`src/rtl/instr_stream_encoder.sv`:
```
// Packs mnemonic-plus-field records into 32-bit MIPS words and emits each with a
// sequential byte address, one word per cycle under valid/ready, for COUNT words per run.
module instr_stream_encoder #(
  parameter int ADDR_W = 32,
  parameter int CNT_W  = 16
) (
  input  logic              clk,
  input  logic              rst,
  input  logic              start,
  input  logic [ADDR_W-1:0] base_addr,
  input  logic [CNT_W-1:0]  count,
  input  logic              in_valid,
  output logic              in_ready,
  input  logic [4:0]        in_mnem,
  input  logic [4:0]        in_rs,
  input  logic [4:0]        in_rt,
  input  logic [4:0]        in_rd,
  input  logic [4:0]        in_shamt,
  input  logic [25:0]       in_imm,
  output logic              out_valid,
  input  logic              out_ready,
  output logic [31:0]       out_instr,
  output logic [ADDR_W-1:0] out_addr,
  output logic              busy,
  output logic              done,
  output logic              err
);

  typedef enum logic [1:0] {IDLE, RUN, DRAIN, DONE} state_t;

  state_t            state;
  logic [ADDR_W-1:0] addr;
  logic [CNT_W-1:0]  rem;
  logic              in_fire;
  logic              out_fire;
  logic              mnem_ok;
  logic [31:0]       enc_p0;

  function automatic logic [5:0] funct_of(input logic [4:0] m);
    case (m)
      5'd0:    funct_of = 6'h00;
      5'd1:    funct_of = 6'h02;
      5'd2:    funct_of = 6'h03;
      5'd3:    funct_of = 6'h08;
      5'd4:    funct_of = 6'h0C;
      5'd5:    funct_of = 6'h20;
      5'd6:    funct_of = 6'h21;
      5'd7:    funct_of = 6'h22;
      5'd8:    funct_of = 6'h23;
      5'd9:    funct_of = 6'h24;
      5'd10:   funct_of = 6'h25;
      5'd11:   funct_of = 6'h26;
      5'd12:   funct_of = 6'h27;
      5'd13:   funct_of = 6'h2A;
      5'd14:   funct_of = 6'h2B;
      default: funct_of = 6'h00;
    endcase
  endfunction

  function automatic logic [5:0] opcode_of(input logic [4:0] m);
    case (m)
      5'd15:   opcode_of = 6'h01;
      5'd16:   opcode_of = 6'h02;
      5'd17:   opcode_of = 6'h03;
      5'd18:   opcode_of = 6'h04;
      5'd19:   opcode_of = 6'h05;
      5'd20:   opcode_of = 6'h08;
      5'd21:   opcode_of = 6'h09;
      5'd22:   opcode_of = 6'h0A;
      5'd23:   opcode_of = 6'h0C;
      5'd24:   opcode_of = 6'h0D;
      5'd25:   opcode_of = 6'h23;
      5'd26:   opcode_of = 6'h29;
      5'd27:   opcode_of = 6'h2B;
      default: opcode_of = 6'h00;
    endcase
  endfunction

  // Field forcing: shifts drop rs, ALU ops drop shamt, jr keeps only rs.
  function automatic logic [31:0] encode(input logic [4:0] m, input logic [4:0] rs,
                                         input logic [4:0] rt, input logic [4:0] rd,
                                         input logic [4:0] sh, input logic [25:0] imm);
    logic [5:0]  fn;
    logic [5:0]  op;
    logic [31:0] w;
    fn = funct_of(m);
    op = opcode_of(m);
    case (m) inside
      [5'd0:5'd2]:   w = {6'h00, 5'd0, rt, rd, sh, fn};
      5'd3:          w = {6'h00, rs, 15'd0, fn};
      5'd4:          w = 32'h0000000C;
      [5'd5:5'd14]:  w = {6'h00, rs, rt, rd, 5'd0, fn};
      5'd15:         w = {op, rs, 5'd0, imm[15:0]};
      5'd16, 5'd17:  w = {op, imm};
      [5'd18:5'd27]: w = {op, rs, rt, imm[15:0]};
      default:       w = 32'h0;
    endcase
    return w;
  endfunction

  assign mnem_ok  = (in_mnem < 5'd28);
  assign out_fire = out_valid && out_ready;
  assign in_ready = (state == RUN) && (!out_valid || out_ready) && (rem != '0);
  assign in_fire  = in_valid && in_ready;
  assign busy     = (state != IDLE);
  assign enc_p0   = encode(in_mnem, in_rs, in_rt, in_rd, in_shamt, in_imm);

  // p0 -> output register: encoded word lands one cycle after the input handshake
  always_ff @(posedge clk or posedge rst) begin
    if (rst) begin
      state     <= IDLE;
      addr      <= '0;
      rem       <= '0;
      out_valid <= 1'b0;
      out_instr <= '0;
      out_addr  <= '0;
      done      <= 1'b0;
      err       <= 1'b0;
    end else begin
      done <= 1'b0;
      if (in_fire && mnem_ok) begin
        out_valid <= 1'b1;
        out_instr <= enc_p0;
        out_addr  <= addr;
        addr      <= addr + ADDR_W'(4);
        rem       <= rem - CNT_W'(1);
      end else if (out_fire) begin
        out_valid <= 1'b0;
      end
      if (in_fire && !mnem_ok)
        err <= 1'b1;
      case (state)
        IDLE: if (start) begin
          addr <= base_addr;
          rem  <= count;
          err  <= 1'b0;
          if (count != '0) begin
            state <= RUN;
          end else begin
            state <= DONE;
            done  <= 1'b1;
          end
        end
        RUN: if (in_fire && mnem_ok && rem == CNT_W'(1))
          state <= DRAIN;
        DRAIN: if (!out_valid || out_fire) begin
          state <= DONE;
          done  <= 1'b1;
        end
        default: state <= IDLE;
      endcase
    end
  end

endmodule

```
`config.mk`:
```
export PLATFORM = sky130hd
export DESIGN_NAME = instr_stream_encoder
export DESIGN_NICKNAME = d
export VERILOG_FILES = /design/src/rtl/instr_stream_encoder.sv
export SDC_FILE = /design/constraint.sdc
export NUM_CORES = 1
export LEC_CHECK = 0
export CORE_MARGIN = 1
export CORE_UTILIZATION = 25
export CTS_BUF_LIST = sky130_fd_sc_hd__clkbuf_4
export DETAILED_ROUTE_END_ITERATION = 12
export GPL_ROUTABILITY_DRIVEN = 1
export SLEW_MARGIN = 40
export SYNTH_ARGS = -nofsm -noshare
export SYNTH_HDL_FRONTEND = slang
export SYNTH_SLANG_ARGS = --single-unit
```
`constraint.sdc`:
```
create_clock -name clk -period 10 [get_ports clk]
set_clock_uncertainty 0.1 [all_clocks]
set_input_delay 2.5 -clock clk [delete_from_list [all_inputs] [get_ports clk]]
set_output_delay 2.5 -clock clk [all_outputs]
set_load 0.03 [all_outputs]
```
# Yosys cells after proc, flatten, opt, wreduce, memory -nomap -nowiden
# Memory sizes are Yosys's and may differ from the RTL's.
# Cells that the tools add are included.
# totals
out_inout_bits,69
memories,2
romBits,240
input_bits,104
elab_cells,79
ff_bits,117
# memory_table
name,words,width,read_ports,rd_ports_with_merged_regs,wr,line_no,source
(name not given),32,5,1,0,0,61,case (m)
(name not given),16,5,1,0,0,40,case (m)
# op_classes
reduce_logical,21
mux,28
addsub,2
n_eq_ne,11
n_lt_le_gt_ge,7
# op_table
op,count
32-bit 2-to-1 mux,10
16-bit 2-to-1 mux,3
"32-bit by 3-bit adder with 32-bit output, second input constant",1
16-bit nonzero test,2
"16-bit by 1-bit == test with 1-bit output, second input constant",1
"16-bit by 1-bit subtractor with 16-bit output, second input constant",1
"5-bit == test, second input constant",2
1-bit logical AND,10
1-bit 2-to-1 mux,8
2-bit 2-to-1 mux,4
6-bit 2-to-1 mux,1
2-bit one-hot mux with 3 select lines,1
"5-bit by 2-bit == test with 1-bit output, second input constant",1
"5-bit by 3-bit == test with 1-bit output, second input constant",1
"5-bit by 4-bit == test with 1-bit output, second input constant",1
"5-bit by 1-bit greater-or-equal comparator with 1-bit output, second input constant",1
"5-bit by 3-bit greater-or-equal comparator with 1-bit output, second input constant",1
"5-bit greater-or-equal comparator, second input constant",1
"5-bit by 2-bit less-or-equal comparator with 1-bit output, second input constant",1
"5-bit by 4-bit less-or-equal comparator with 1-bit output, second input constant",1
"5-bit less-or-equal comparator, second input constant",1
"5-bit less-than comparator, second input constant",1
"2-bit != test, second input constant",2
2-bit nonzero test,2
9 further kinds,11

# Logic depth before layout (Yosys ltp)
# depth
word_depth,9
mapped_depth,9
depth_no_buf,7

# Worst setup path after synthesis
# OpenSTA, ideal clock, no wires.
# synth_timing
path_kind,input to output
startpoint,in out_ready
endpoint,out in_ready
required_time_ns,7.400
t_arrival_ns,2.945
slack_ns,4.455
stages,2
cell_sequence,nand2b_1 > and3_1
# synth_between
elab_chain_len,3
# synth_lines
item,line_no,source
from (decl),21,"input logic out_ready,"
1-bit logical OR,103,assign in_ready = (state == RUN) && (!out_valid || out_ready) && (rem != '0);
1-bit logical AND (2 in series),103,
to (decl),13,"output logic in_ready,"
# Every way passes these cells.

# Worst setup path after layout
# Ends and elaborated chain as after synthesis.

==> flow_metrics.py <==
metrics = {
    "drt": {
        "drt-total-wl_mm": 20.43,
        "vias": 6028,
        "drc": 0,
        "avgViaCountPerCell": 4.885,
        "first_pass_iters": 5,
        "postRouteAntennaNets": 0,
        "wire_per_inst_um": 16.56,
        "first_iter_violations": 293,
    },
    "yosys": {
        "synth_top_area_cell": "dfrtp_1",
        "ys.flop_type": "dfrtp_1",
        "syn_area_um2": 6436,
        "async_flop_share_pct": 100.0,
        "synth-edff-count": 0,
        "syn_avg_cell_area_um2": 8.733,
        "yosysWarnings": 0,
        "ys_types": 64,
        "postSynthCellCount": 737,
        "synthTopCellsByArea": "dfrtp_1, nand2_1, o21ai_0, nor2_1, a31oi_1",
        "synth_seq_cells": 116,
        "synth.top_cell.area_share_pct": 45.10,
        "synth_fp_nets": 855,
        "ys_seq_area_share_pct": 45.10,
    },
    "cts": {
        "postCtsSetupRepairBufs": 0,
        "clkTransAtPathRegs_ps": 110,
        "numCtsBuffers": 17,
        "clockBufferDepth": 2,
        "clk_latency_ps": 530,
        "hold_buffers": 0,
        "clock-root-buffer": "clkbuf_4",
        "cts_tree": "yes",
        "cts_resized": 0,
        "cts_sinks": 116,
        "h-tree-depth": 4,
    },
    "power_and_ir_drop": {
        "swShare_pct": 44.11,
        "leakagePower_uw": 0.003499,
        "cellPowerDensity_nw_per_um2": 270.6,
        "ir_worst_vdd_mv": 0.1280,
        "power_uw": 2364,
        "power_switching_uw": 1043,
        "p_seq_share_pct": 36.9,
        "p_clk_share_pct": 15.5,
        "comb_power_share_pct": 47.6,
        "internal_power_uw": 1321,
    },
    "sta": {
        "worst_slew_pin_slew_ps": 784.8,
        "setup-tns-final_ps": 0,
        "period_share_pct": 65.34,
        "rsz0062_at_grt": "false",
        "drv_slew": 0,
        "worst_slack_ps": 3466,
        "fmaxAchievable_mhz": 153.0,
        "setup_violations": 0,
        "layout_min_cycle_time_ps": 6534,
        "finalHoldViolations": 0,
        "slew_headroom_pct": 47.68,
    },
    "worst_setup_path": {
        "critical_path_class": "in2out",
        "r2r_cells": 6,
        "cp_cell_sequence": "clkdlybuf4s50_1 -> nand2b_1 -> and3_1 -> clkdlybuf4s50_1",
        "cpPeakStageDelay_ps": 660,
        "path_common_cell": "clkdlybuf4s50_1",
        "setup.worst_path.start_class": "input pin",
        "cp.required_ps": 7400,
        "cp_data_arrival_time_ps": 3930,
        "crit_path_end_kind": "output pin",
        "slowest_stage": "clkdlybuf4s50_1",
        "critical_path_peak_fanout": 3,
    },
    "die": {
        "start_util_pct": 25.56,
        "ios": 173,
        "core_um2": 25180,
        "die_area_um2": 26390,
        "die_h_um": 162.5,
        "row_count": 58,
        "die_x_um": 162.5,
    },
    "grt": {
        "grt_pass1_wl_mm": 32.66,
        "grt_max_degree": 75,
        "track_usage_pct": 16.00,
        "grt_pass1_vias": 5969,
        "gr-total-overflow": 0,
        "antenna_found_initial": 0,
    },
    "min_path": {
        "holdPathStages": 2,
        "min_path_type": "reg2reg",
    },
    "placement": {
        "place.gp.congestion": 0.8383,
        "place_area_um2": 8434,
        "portBuffers": 171,
        "hpwl_mm": 14.56,
        "place_ws_ps": 3460,
    },
    "final_layout": {
        "nNetsFinal": 1008,
        "layout-drive-gt1-share_pct": 6.977,
        "area_delta_synth_final_pct": 35.71,
        "fin_util_pct": 34.69,
        "fin_area_um2": 8735,
    },
    "run_status": {
        "status": "finished, final reports clean",
    },
    "run": {
        "cap_violations": 0,
    },
}
## sequential cells by signal, indices dropped and copies added, names as in the netlist
name	count
state	2
out_addr	32
out_instr	31
rem	16
done	1
err	1
addr	32
out_valid	1
## worst max-delay path: cells and delay by family
kind                   cells  cell delay, ps
and+or+nand+nor            2             300
buffers and inverters      2            1130
## power groups by stage
stage	combinational, uW	sequential, uW	clock [uW]
2_1_floorplan	473	1070	0
3_3_place_gp	1120	878	0
3_5_place_dp	1140	878	0
4_1_cts	1140	873	379
5_1_grt	1240	909	398
6_report	1130	873	365
## path summary, 6_finish.rpt
check                      startpoint      endpoint  slack (ps)
max                         out_ready      in_ready        3470
min                           addr[1]   out_addr[1]         380
max reg2reg                    rem[4]      addr[15]        6370
min reg2reg                   addr[1]   out_addr[1]         380
max in group asynchronous         rst  out_addr[23]        6530
min in group asynchronous         rst  out_addr[18]        2310
## per-layer routing
metal	vias up	wire (um)	GRT usage (%)
li1	2960	-	-
met1	2858	8761	20.07
met2	193	9537	25.41
met3	17	1800	5.959
met4	0	333	4.846
met5	-	0	0
## layout by cell type, fill, tap and decap left out, types with 3 or more instances in the layout
cell type,Yosys,final
clkdlybuf4s50_1,0,170
clkinv_2,0,4
inv_1,16,15
and4_1,6,6
nor3_1,10,10
mux2_2,6,6
buf_4,3,9
a22oi_1,11,11
nand3_1,15,15
nor4_1,7,7
clkbuf_4,0,20
bufinv_16,0,3
or4_1,13,13
o41ai_1,4,4
or3_1,12,12
clkinv_1,0,3
xor2_1,11,11
mux2i_1,4,4
a31o_2,3,3
dfrtp_1,116,116
a31oi_1,33,33
nand4_1,17,17
a221oi_1,7,7
nor2_1,60,60
ha_1,14,14
o211ai_1,5,5
nand2b_1,6,6
o2111ai_1,6,6
xnor2_1,8,8
nand3b_1,3,3
o21ai_0,51,51
nor4b_1,3,3
and3_1,4,4
a21oi_1,6,5
nor2b_1,5,5
a2111oi_0,3,3
nand2_1,172,171
o31ai_1,18,18
## Yosys cell counts, types with 5 or more instances
cell       number
nand4_1        17
a221oi_1        7
buf_2           8
nand3_1        15
and4_1          6
or3_1          12
nand2b_1        6
xnor2_1         8
dfrtp_1       116
inv_1          16
o21ai_0        51
xor2_1         11
nand2_1       172
o31ai_1        18
o2111ai_1       6
a21oi_1         6
clkbuf_1       30
nor4_1          7
mux2_2          6
a22oi_1        11
nor3_1         10
ha_1           14
nor2b_1         5
o211ai_1        5
or4_1          13
nor2_1         60
a31oi_1        33
## metrics by stage
stage / hold slack (ps) / cells
after CTS: 384.5 / 1233
after floorplan: 338.6 / 737
after detailed placement: 357.3 / 1201
final: 379.1 / 1234
after global routing: 411.9 / 1233
after global placement: 352.9 / 1201
## area by class of cell
class	count	area, um^2
Fill cell	2615	16450
Multi-Input combinational cell	558	3278
Sequential cell	116	2903
Timing Repair Buffer	181	1785
Tap cell	330	412.9
Clock buffer	20	150.1
Clock inverter	12	137.6
Inverter	16	65.06
Antenna cell	1	2.502
## cell families (layout without fill, tap and decap cells)
| family | count (synthesis) | count (layout) | synth area share [%] |
|---|---|---|---|
| other | 1 | 2 | 0.05826 |
| XOR/XNOR | 19 | 19 | 2.586 |
| adder cells (fa/ha/maj) | 14 | 14 | 2.722 |
| buffers and inverters | 63 | 229 | 4.355 |
| multiplexers | 10 | 10 | 1.672 |
| flip-flops | 116 | 116 | 45.10 |
| AND/OR/NAND/NOR | 345 | 345 | 25.45 |
| AO/OA/AOI/OAI | 169 | 169 | 18.06 |
No activity file was read; power rests on OpenSTA's default activity.
